$ cat src/rtl/router4_grant_arbiter.sv
// Round-robin packet grant scheduler for the three merges of the 4-port router.
// Optional watchdog release enabled by defining GRANT_TIMEOUT_EN.
module router4_merge_arb #(
    parameter int PKT_FLITS = 4,
    parameter int TIMEOUT   = 64
) (
    input  logic       clk,
    input  logic       rst,
    input  logic [1:0] req,
    input  logic       xfer,
    output logic [1:0] gnt,
    output logic       busy,
    output logic       proto_err,
    output logic       timeout_err
);
    localparam int CW = (PKT_FLITS > 1) ? $clog2(PKT_FLITS) : 1;
    localparam logic [CW-1:0] CNT_LAST = CW'(PKT_FLITS - 1);

    typedef enum logic {IDLE, BUSY} state_t;

    state_t        state;
    logic [CW-1:0] cnt;
    logic          last;
    logic          cur;
    logic [1:0]    pick_now;
    logic [1:0]    pick_next;

    // With both requesting, the one not served last wins
    function automatic logic [1:0] pick(input logic [1:0] r, input logic lst);
        logic [1:0] g;
        g = 2'b00;
        case (r)
            2'b01:   g = 2'b01;
            2'b10:   g = 2'b10;
            2'b11:   g = lst ? 2'b01 : 2'b10;
            default: g = 2'b00;
        endcase
        return g;
    endfunction

    assign cur       = gnt[1];
    assign pick_now  = pick(req, last);
    assign pick_next = pick(req, cur);
    assign busy      = |gnt;

`ifdef GRANT_TIMEOUT_EN
    localparam int TW = $clog2(TIMEOUT);
    localparam logic [TW-1:0] IDLE_LAST = TW'(TIMEOUT - 1);

    logic [TW-1:0] idle;

    always_ff @(posedge clk or posedge rst) begin
        if (rst) begin
            state       <= IDLE;
            gnt         <= 2'b00;
            cnt         <= '0;
            last        <= 1'b1;
            proto_err   <= 1'b0;
            timeout_err <= 1'b0;
            idle        <= '0;
        end else begin
            unique case (state)
                IDLE: begin
                    if (xfer) proto_err <= 1'b1;
                    if (|req) begin
                        gnt   <= pick_now;
                        state <= BUSY;
                        idle  <= '0;
                    end
                end
                BUSY: begin
                    if (xfer) begin
                        idle <= '0;
                        if (cnt == CNT_LAST) begin
                            cnt  <= '0;
                            last <= cur;
                            gnt  <= pick_next;
                            if (!(|req)) state <= IDLE;
                        end else begin
                            cnt <= cnt + 1'b1;
                        end
                    end else if (idle == IDLE_LAST) begin
                        gnt         <= 2'b00;
                        cnt         <= '0;
                        last        <= cur;
                        state       <= IDLE;
                        timeout_err <= 1'b1;
                    end else begin
                        idle <= idle + 1'b1;
                    end
                end
                default: state <= IDLE;
            endcase
        end
    end
`else
    assign timeout_err = 1'b0;

    always_ff @(posedge clk or posedge rst) begin
        if (rst) begin
            state     <= IDLE;
            gnt       <= 2'b00;
            cnt       <= '0;
            last      <= 1'b1;
            proto_err <= 1'b0;
        end else begin
            unique case (state)
                IDLE: begin
                    if (xfer) proto_err <= 1'b1;
                    if (|req) begin
                        gnt   <= pick_now;
                        state <= BUSY;
                    end
                end
                BUSY: begin
                    if (xfer) begin
                        if (cnt == CNT_LAST) begin
                            cnt  <= '0;
                            last <= cur;
                            gnt  <= pick_next;
                            if (!(|req)) state <= IDLE;
                        end else begin
                            cnt <= cnt + 1'b1;
                        end
                    end
                end
                default: state <= IDLE;
            endcase
        end
    end
`endif
endmodule

module router4_grant_arbiter #(
    parameter int PKT_FLITS = 4,
    parameter int TIMEOUT   = 64
) (
    input  logic       CLK,
    input  logic       RESET,
    input  logic [1:0] p_req,
    input  logic [1:0] c1_req,
    input  logic [1:0] c2_req,
    input  logic [2:0] xfer,
    output logic [1:0] p_gnt,
    output logic [1:0] c1_gnt,
    output logic [1:0] c2_gnt,
    output logic [2:0] busy,
    output logic [2:0] proto_err,
    output logic [2:0] timeout_err
);
    logic [1:0] req_a [3];
    logic [1:0] gnt_a [3];

    assign req_a[0] = p_req;
    assign req_a[1] = c1_req;
    assign req_a[2] = c2_req;
    assign p_gnt    = gnt_a[0];
    assign c1_gnt   = gnt_a[1];
    assign c2_gnt   = gnt_a[2];

    for (genvar i = 0; i < 3; i++) begin : g_arb
        router4_merge_arb #(
            .PKT_FLITS(PKT_FLITS),
            .TIMEOUT  (TIMEOUT)
        ) u_arb (
            .clk        (CLK),
            .rst        (RESET),
            .req        (req_a[i]),
            .xfer       (xfer[i]),
            .gnt        (gnt_a[i]),
            .busy       (busy[i]),
            .proto_err  (proto_err[i]),
            .timeout_err(timeout_err[i])
        );
    end
endmodule

$ cat config.mk
export PLATFORM = sky130hd
export DESIGN_NAME = router4_grant_arbiter
export DESIGN_NICKNAME = d
export VERILOG_FILES = /design/src/rtl/router4_grant_arbiter.sv
export SDC_FILE = /design/constraint.sdc
export NUM_CORES = 1
export LEC_CHECK = 0
export ABC_AREA = 1
export BUFFER_PORTS_ARGS = -buffer_cell sky130_fd_sc_hd__buf_2
export CELL_PAD_IN_SITES_DETAIL_PLACEMENT = 1
export CELL_PAD_IN_SITES_GLOBAL_PLACEMENT = 1
export CORE_MARGIN = 2
export CORE_UTILIZATION = 36
export CTS_CLUSTER_DIAMETER = 120
export DETAILED_ROUTE_END_ITERATION = 16
export PLACE_DENSITY_LB_ADDON = 0.1
export SLEW_MARGIN = 20
export SYNTH_ARGS = -nofsm -noshare
export SYNTH_HDL_FRONTEND = slang
export SYNTH_SLANG_ARGS = --single-unit
$ cat constraint.sdc
create_clock -name CLK -period 1 [get_ports CLK]
set_input_delay 0.2 -clock CLK [delete_from_list [all_inputs] [get_ports CLK]]
set_output_delay 0.2 -clock CLK [all_outputs]
set_load 0.01 [all_outputs]
==> results of run 1 <==
==> path summary, 6_finish.rpt <==
check	startpoint	endpoint	slack, ps	cells past startpoint
setup / recovery	g_arb[0].u_arb.gnt[0]	busy[0]	-290	2
hold / removal	c2_req[1]	g_arb[2].u_arb.state	150	2
setup reg to reg	g_arb[0].u_arb.cnt[0]	g_arb[0].u_arb.state	-90	3
hold reg to reg	g_arb[1].u_arb.proto_err	g_arb[1].u_arb.proto_err	470	1
max in group asynchronous	RESET	g_arb[0].u_arb.last	270	4
min in group asynchronous	RESET	g_arb[2].u_arb.cnt[1]	450	4
==> metrics by stage <==
step / area, um2 / utilization, % / cells
2_1_floorplan: 1200 / - / 132
3_3_place_gp: 1330 / 42.9 / 193
3_5_place_dp: 1330 / 42.9 / 193
4_1_cts: 1540 / 49.5 / 207
5_1_grt: 1680 / 54.0 / 213
6_report: 1680 / 54.0 / 213
==> layout make-up <==
class                           count  area share, %
Inverter                           14           3.73
Tap cell                           44           3.29
Sequential cell                    21           31.7
Clock buffer                        4           1.57
Timing Repair Buffer               42           20.2
Multi-Input combinational cell     88           39.4
==> per-layer routing <==
metal	share of wire (%)	global-route usage [%]
met1	43	16.7
met2	52	24.3
met3	3.3	3.78
met4	1.8	5.47
met5	0	0
==> power by group through the flow <==
stage / clock network, mW / logic, mW / registers (mW)
3_5_place_dp: 0 / 1.51 / 1.52
5_1_grt: 0.472 / 2.75 / 1.56
6_report: 0.399 / 2.49 / 1.52
4_1_cts: 0.437 / 2.11 / 1.49
2_1_floorplan: 0 / 1.14 / 1.52
3_3_place_gp: 0 / 1.47 / 1.49
==> repair_timing <==
| action | CTS | global route |
|---|---|---|
| resized for setup | 26 | 34 |
| pin swaps | 7 | 18 |
| endpoints found under the hold margin | 18 | 0 |
| buffers inserted | 9 | 8 |
| hold buffers | 1 | 0 |
| setup endpoints to repair | 25 | 27 |
==> synthesized netlist by cell type (6+ instances only) <==
| master | number | area (um2) |
|---|---|---|
| nand2_2 | 8 | 50.1 |
| ha_1 | 6 | 75.1 |
| nand3_2 | 6 | 60.1 |
| inv_1 | 8 | 30.0 |
| dfrtp_1 | 18 | 450 |
| nand3_1 | 6 | 30.0 |
| buf_4 | 9 | 67.6 |
| o21ai_0 | 6 | 30.0 |
| nand2_1 | 34 | 128 |
==> sequential cells by signal, indices dropped and copies added, names as in the netlist <==
signal / flops
g_arb.u_arb.cnt: 6
g_arb.u_arb.proto_err: 3
g_arb.u_arb.last: 3
g_arb.u_arb.gnt: 6
g_arb.u_arb.state: 3
==> cell families after synthesis <==
| kind of cell | count (synthesis) | share of synthesized area [%] |
|---|---|---|
| compound gates | 20 | 12.4 |
| fa+ha+maj | 6 | 6.32 |
| buf+inv | 23 | 10.4 |
| flops | 21 | 44.5 |
| other cells | 1 | 0.315 |
| simple gates | 59 | 26.0 |
==> placed cells by master (no fill, tap or decap), types with 3 or more instances in the layout <==
cell and n:
or2_4 3, inv_2 5, ha_2 5, nand2_4 8, dfstp_2 3, o21a_1 3, nand3_2 5, buf_6 15
nand2_2 12, dfrtp_1 16, buf_2 14, buf_4 12, nand2_1 24, clkbuf_4 3, o21ai_2 7, conb_1 3
inv_1 6, nand3_1 6
==> critical path, delay by kind of cell (launching register included) <==
kind,cells,cell delay (ps)
AND/OR/NAND/NOR,1,250
buffers and inverters,1,120
flip-flops,1,420
==> key figures, run 1 <==
Outcome
  – Status: finished with violations
  – Violated checks: negative setup slack

Timing
  – Final hold viol count: 0
  – Final worst-path setup slack: -286 ps
  – Fmax: 778 MHz
  – Clock period minus worst slack: 1290 ps
  – Tcrit/Tclk final: 129%
  – RSZ-0062 raised after global routing: true
  – Hold_ws: 154 ps
  – Worst Skew: 5.86 ps
  – # setup viols final: 15
  – Final TNS setup: -2020 ps
  – Pins Over Slew Limit: 0

Logic synthesis
  – Top_reg_cell synth: dfrtp_1
  – Synth cell types: 24
  – YS warnings: 0
  – Share of synthesized registers carrying an async set or reset: 100%
  – Syn Inst Count: 130
  – Synth Cell Area: 1190 um2
  – EDFF count, synth: 0
  – Seq/Total Area, Yosys: 44.5%
  – Number of synthesized register bits: 21
  – Syn avg cell area: 9.14 um2

Power and ir drop
  – Tot Pwr: 4.41 mW
  – Comb pwr share: 56.5%
  – Max IR drop VDD: 1410 uV
  – Flop pwr share: 34.5%
  – Internal: 2.81 mW
  – Pwr/cell area: 2630 nW/um2
  – LEAKAGE: 0.843 nW
  – Sw Share: 36.1%
  – NetSw: 1.59 mW
  – Clk network pwr share: 9.1%

Worst setup path
  – Req. time, crit path: 800 ps
  – CP Cell Sequence: or2_4 > buf_6
  – Setup crit start kind: register
  – WP data arrival: 1090 ps
  – Crit-path max cell delay: 420 ps
  – Critical path capture point type: output port
  – Critical path class: reg2out
  – Worst Path Max Fanout: 2
  – Highest-delay cell along the critical path: dfrtp_1

Finish
  – Diode count: 0
  – # fillers: 376
  – Nets: 187
  – Fraction of layout cells with a size suffix above 1: 60.9%
  – Reg area: 532 um2
  – Area of the multi-input gates: 661 um2
  – Area Growth Syn to Fin: 40.9%

Drt
  – ANT nets after route: 0
  – Routed WL: 2.51 mm
  – Drt drc: 0
  – DR pass1 iterations: 3
  – Wire per inst: 11.8 um
  – Drt first-iter violations: 32
  – Vias: 977
  – Drt via density: 4.59

Clock tree
  – CTS buffer count: 3
  – CTS tree: done
  – Clock Latency Late Sink: 300 ps
  – Max clock buf depth: 2
  – Root Buffer: clkbuf_4
  – H-tree levels: 1
  – Clk sinks: 21
  – Worst-path clk slew: 110 ps

Global route
  – Number of global-route vias before repair: 932
  – Initial antenna violation count: 0
  – Largest net degree at the start of global routing: 22
  – Global-route wire length before repair: 3.91 mm
  – Total GRT Usage: 14.1%
  – GR Overflow Total: 0

Die
  – I/O Pins: 26
  – # rows: 20
  – Die area: 3780 um2
  – Chip Width: 61.5 um
  – Core Area: 3100 um2
  – Die Y: 61.5 um
  – Starting density of the core: 38.3%

Placement
  – Placer Congestion: 0.725
  – Port bufs: 22
  – Hpwl dp: 1.74 mm
  – Post-place setup slack: -45.0 ps

Min path
  – Hold Path Class: in2reg

Flow run
  – Max cap viols: 0
Note: power is estimated with default switching activity, not from simulation.
==> inputs of run 2 (changes only) <==
--- a/config.mk
+++ b/config.mk
@@ -6,13 +6,13 @@
 export NUM_CORES = 1
 export LEC_CHECK = 0
 export ABC_AREA = 1
-export BUFFER_PORTS_ARGS = -buffer_cell sky130_fd_sc_hd__buf_2
 export CELL_PAD_IN_SITES_DETAIL_PLACEMENT = 1
 export CELL_PAD_IN_SITES_GLOBAL_PLACEMENT = 1
 export CORE_MARGIN = 2
-export CORE_UTILIZATION = 36
+export CORE_UTILIZATION = 38
 export CTS_CLUSTER_DIAMETER = 120
 export DETAILED_ROUTE_END_ITERATION = 16
+export DONT_BUFFER_PORTS = 1
 export PLACE_DENSITY_LB_ADDON = 0.1
 export SLEW_MARGIN = 20
 export SYNTH_ARGS = -nofsm -noshare
==> key figures, run 2 (synthesized netlist as in run 1, its figures left out) <==
Outcome
  – Status: finished with violations
  – Violated checks: negative setup slack

Worst setup path
  – Largest delay share family, worst path: flip-flops
  – Worst reg2reg endpoint: g_arb[1].u_arb.gnt[0]
  – Crit. path cell count: 1
  – Crit-path max cell delay: 420 ps
  – Highest-delay cell along the critical path: dfrtp_1
  – Critical path class: reg2out
  – R2R depth: 8
  – WP data arrival: 990 ps
  – Setup crit start kind: register
  – Critical path capture point type: output port
  – Worst reg2reg setup slack: -120 ps
  – FF-to-FF Start: g_arb[1].u_arb.gnt[1]
  – CP endpoint: busy[1]
  – CP Cell Sequence: or2_4
  – CP startpoint: g_arb[1].u_arb.gnt[0]
  – CP bufs+invs: 0
  – Req. time, crit path: 800 ps
  – Worst Path Max Fanout: 2

Die
  – Chip Width: 59.9 um
  – Core Area: 3000 um2
  – Starting density of the core: 39.6%
  – Die Y: 59.9 um
  – I/O Pins: 26
  – # rows: 20
  – Die area: 3590 um2

Clock tree
  – Max clock buf depth: 2
  – Worst-path clk slew: 120 ps
  – Clk sinks: 21
  – Clock Latency Late Sink: 310 ps
  – CTS buffer count: 3
  – Root Buffer: clkbuf_4
  – H-tree levels: 1
  – CTS tree: done

Finish
  – Reg area: 532 um2
  – Commonest non-fill, non-tap cell in the layout: nand2_1
  – Non-filler instance count after layout: 188
  – Nets: 173
  – Fin util: 51.5%
  – Fraction of layout cells with a size suffix above 1: 47.1%
  – Diode count: 0
  – # fillers: 357
  – Area Growth Syn to Fin: 30.0%
  – Final instance area: 1550 um2
  – Area of the multi-input gates: 622 um2
  – Top flop regs: g_arb.u_arb.cnt: 6 flops, g_arb.u_arb.gnt: 6 flops
  – Most frequent cells in the layout: nand2_1 (28), dfrtp_1 (16), buf_4 (11)

Drt
  – Drt via density: 4.95
  – DR WL met3: 93 um
  – Drt drc: 0
  – Drt first-iter violations: 23
  – Vias: 931
  – Routed WL: 2.46 mm
  – Wire per inst: 13.1 um
  – ANT nets after route: 0
  – Routed length on met2: 1.32 mm
  – Post-Route M1 WL: 1.04 mm
  – DR pass1 iterations: 4
  – Top sig layer: met4

Global route
  – GR Overflow Total: 0
  – Number of global-route vias before repair: 1,009
  – Global-route wire length before repair: 4.04 mm
  – Largest net degree at the start of global routing: 22
  – Initial antenna violation count: 0
  – Total GRT Usage: 15.2%

Timing
  – Tcrit/Tclk final: 119%
  – Pins Over Slew Limit: 0
  – Worst Skew: 4.11 ps
  – Clock period minus worst slack: 1190 ps
  – Fmax: 841 MHz
  – # setup viols final: 15
  – Final TNS setup: -1200 ps
  – RSZ-0062 raised after global routing: true
  – Final hold viol count: 0
  – Final worst-path setup slack: -188 ps

Min path
  – Hold Path Class: in2reg

Placement
  – Placer Congestion: 0.694
  – Port bufs: 0
  – Placed cell area: 1240 um2
  – Hpwl dp: 1.68 mm
  – Placed cells: 164

Power and ir drop
  – Max IR drop VDD: 984 uV
  – LEAKAGE: 0.765 nW
  – Tot Pwr: 3.83 mW
  – Pwr/cell area: 2480 nW/um2

Flow run
  – Max cap viols: 0
## run 2: changes by cell type in the layout (fill, tap and decap cells not counted), moves of 3 or more
cell / before / now
dlygate4sd3_1: 1 / 10
buf_6: 15 / 7
o21ai_1: 2 / 5
o21ai_2: 7 / 4
nand2_1: 24 / 28
buf_2: 14 / 0
## run 2: power by group
| part | total [mW] | leakage, nW | internal (mW) | switching, mW |
|---|---|---|---|---|
| Sequential | 1.56 | 0.237 | 1.24 | 0.326 |
| Clock | 0.430 | 0.0150 | 0.156 | 0.274 |
| Combinational | 1.84 | 0.513 | 1.00 | 0.835 |
| Total | 3.83 | 0.765 | 2.39 | 1.43 |
## run 2: repair_timing
action / in CTS / in global routing
hold buffers: 9 / 1
resized for setup: 25 / 16
gates cloned: 0 / 0
hold endpoints to repair: 25 / 1
endpoints found under the setup margin: 23 / 22
pin swaps: 15 / 9
buffers inserted: 8 / 3
## run 2: worst min path at each step
stage          slack, ps  cells after the start                        to      from
2_1_floorplan        170                      1     g_arb[0].u_arb.cnt[0]     RESET
3_3_place_gp         140                      2     g_arb[1].u_arb.cnt[0]     RESET
3_5_place_dp         150                      2  g_arb[0].u_arb.proto_err     RESET
4_1_cts              0.9                      1  g_arb[1].u_arb.proto_err   xfer[1]
5_1_grt                6                      2     g_arb[0].u_arb.gnt[0]  p_req[0]
6_report               6                      2     g_arb[0].u_arb.gnt[0]  p_req[0]
## run 2: layout make-up
class | instances | area share (%)
Multi-Input combinational cell | 88 | 40.2
Inverter | 14 | 4.05
Tap cell | 33 | 2.67
Timing Repair Buffer | 28 | 16.9
Clock buffer | 4 | 1.70
Sequential cell | 21 | 34.4
## run 2: layer usage
layer / global-route usage [%] / vias up
met2: 28.4 / 20
met3: 1.95 / 2
met1: 16.8 / 455
met5: 0 / -
li1: - / 454
met4: 6.67 / 0
## run 2: per-stage QoR
step / hold WS [ps] / setup WS, ps
after floorplan: 174 / 3.65
after global placement: 142 / -14.9
after detailed placement: 152 / -71.8
after CTS: 0.899 / -197
after global routing: 5.59 / -222
final: 5.84 / -188
==> inputs of run 3 (changes only) <==
--- a/config.mk
+++ b/config.mk
@@ -13,7 +13,7 @@
 export CTS_CLUSTER_DIAMETER = 120
 export DETAILED_ROUTE_END_ITERATION = 16
 export DONT_BUFFER_PORTS = 1
-export PLACE_DENSITY_LB_ADDON = 0.1
+export PLACE_DENSITY = 0.76
 export SLEW_MARGIN = 20
 export SYNTH_ARGS = -nofsm -noshare
 export SYNTH_HDL_FRONTEND = slang
==> key figures, run 3 (synthesized netlist as in run 1, its figures left out) <==
Worst setup path
  – Largest delay share family, worst path: flip-flops
  – Setup crit start kind: register
  – Worst Path Max Fanout: 3
  – Req. time, crit path: 800 ps
  – Critical path capture point type: output port
  – WP data arrival: 970 ps
  – CP Cell Sequence: or2_4
  – CP bufs+invs: 0
  – Critical path class: reg2out
  – Highest-delay cell along the critical path: dfrtp_1
  – Crit-path max cell delay: 420 ps

Die
  – Starting density of the core: 39.6%
  – Core Area: 3000 um2
  – Chip Width: 59.9 um
  – Die area: 3590 um2
  – Die Y: 59.9 um
  – # rows: 20
  – I/O Pins: 26

Power and ir drop
  – NetSw: 1.42 mW
  – Max IR drop VDD: 1370 uV
  – Pwr/cell area: 2490 nW/um2
  – Sw Share: 37.5%
  – LEAKAGE: 0.751 nW
  – Flop pwr share: 41.1%
  – Clk network pwr share: 10.5%
  – Internal: 2.36 mW
  – Comb pwr share: 48.4%
  – Tot Pwr: 3.78 mW

Placement
  – Placed cell area: 1230 um2
  – Port bufs: 0
  – Placer Congestion: 0.731
  – Post-place setup slack: -55.5 ps
  – Hpwl dp: 1.71 mm

Timing
  – # setup viols final: 16
  – Tcrit/Tclk final: 117%
  – Final hold viol count: 0
  – Clock period minus worst slack: 1170 ps
  – Pins Over Slew Limit: 0
  – Hold_ws: 15.9 ps
  – Worst Skew: 2.00 ps
  – RSZ-0062 raised after global routing: true
  – Final worst-path setup slack: -171 ps
  – Fmax: 854 MHz

Finish
  – Area Growth Syn to Fin: 27.6%
  – Fin util: 50.5%
  – Diode count: 0
  – # fillers: 352
  – Top flop regs: g_arb.u_arb.cnt: 6 flops, g_arb.u_arb.gnt: 6 flops
  – Most frequent cells in the layout: nand2_1 (29), dfrtp_1 (15), buf_4 (11)
  – Final instance area: 1520 um2
  – Commonest non-fill, non-tap cell in the layout: nand2_1
  – Fraction of layout cells with a size suffix above 1: 49.0%
  – Area of the multi-input gates: 629 um2
  – Reg area: 533 um2
  – Nets: 169

Drt
  – Wire per inst: 13.7 um
  – DR pass1 iterations: 4
  – Routed WL: 2.51 mm
  – Drt via density: 5.05
  – Drt first-iter violations: 26
  – Vias: 930
  – ANT nets after route: 0
  – Drt drc: 0

Clock tree
  – Max clock buf depth: 2
  – Clock Latency Late Sink: 290 ps
  – Root Buffer: clkbuf_4
  – CTS tree: done
  – Clk sinks: 21
  – Worst-path clk slew: 110 ps
  – H-tree levels: 1
  – CTS buffer count: 3

Global route
  – GR Overflow Total: 0
  – Largest net degree at the start of global routing: 22
  – Initial antenna violation count: 0
  – Global-route wire length before repair: 4.31 mm
  – Number of global-route vias before repair: 1,002
  – Total GRT Usage: 15.7%

Min path
  – Hold Path Class: in2reg

Flow run
  – Max cap viols: 0

Outcome
  – Violated checks: negative setup slack
  – Status: finished with violations
run 3: power groups by stage:
stage / sequential (mW) / combinational (mW) / clock, mW
6_report: 1.55 / 1.83 / 0.398
5_1_grt: 1.60 / 2.06 / 0.458
4_1_cts: 1.52 / 1.62 / 0.420
3_5_place_dp: 1.55 / 1.33 / 0
3_3_place_gp: 1.53 / 1.26 / 0
2_1_floorplan: 1.52 / 1.14 / 0
run 3: path summary, 6_finish.rpt:
kind / start / to / slack, ps / depth (start not counted)
worst max-delay path: g_arb[1].u_arb.gnt[1] / busy[1] / -170 / 1
worst min register to register: g_arb[2].u_arb.last / g_arb[2].u_arb.last / 480 / 2
worst min-delay path: c2_req[0] / g_arb[2].u_arb.state / 20 / 1
worst max register to register: g_arb[1].u_arb.cnt[0] / g_arb[1].u_arb.state / -130 / 3
min in group asynchronous: RESET / g_arb[1].u_arb.cnt[1] / 370 / 3
max in group asynchronous: RESET / g_arb[1].u_arb.last / 370 / 3
run 3: cell type report:
cell class | instances | share of cell area (%)
sequential | 21 | 35.1
inverter | 14 | 4.29
multi-input combinational | 88 | 41.5
tap | 33 | 2.72
timing repair buffer | 24 | 14.6
clock buffer | 4 | 1.73
run 3: worst register-to-register path: cells and delay by family, from the launching register on:
family	cells	cell delay [ps]
AO/OA/AOI/OAI	1	290
adder cells (fa/ha/maj)	1	240
flip-flops	1	430
AND/OR/NAND/NOR	1	70
run 3: per-layer routing:
metal / GRT usage, % / share of wire, %
met1: 18.3 / 40
met2: 28.3 / 54
met3: 5.84 / 4.7
met4: 1.90 / 0.68
met5: 0 / 0
run 3: what timing repair did:
item	in CTS	in global routing
pin swaps	12	12
setup endpoints to repair	23	24
setup buffers	7	4
hold endpoints to repair	20	1
gates cloned	0	0
hold buffers	5	1
gates resized for setup	18	26
run 3: through the flow:
| step | instances | TNS, ps |
|---|---|---|
| after CTS | 179 | -1120 |
| after global placement | 163 | -10.1 |
| final | 184 | -1230 |
| after floorplan | 132 | 0 |
| after global routing | 184 | -2190 |
| after detailed placement | 163 | -191 |
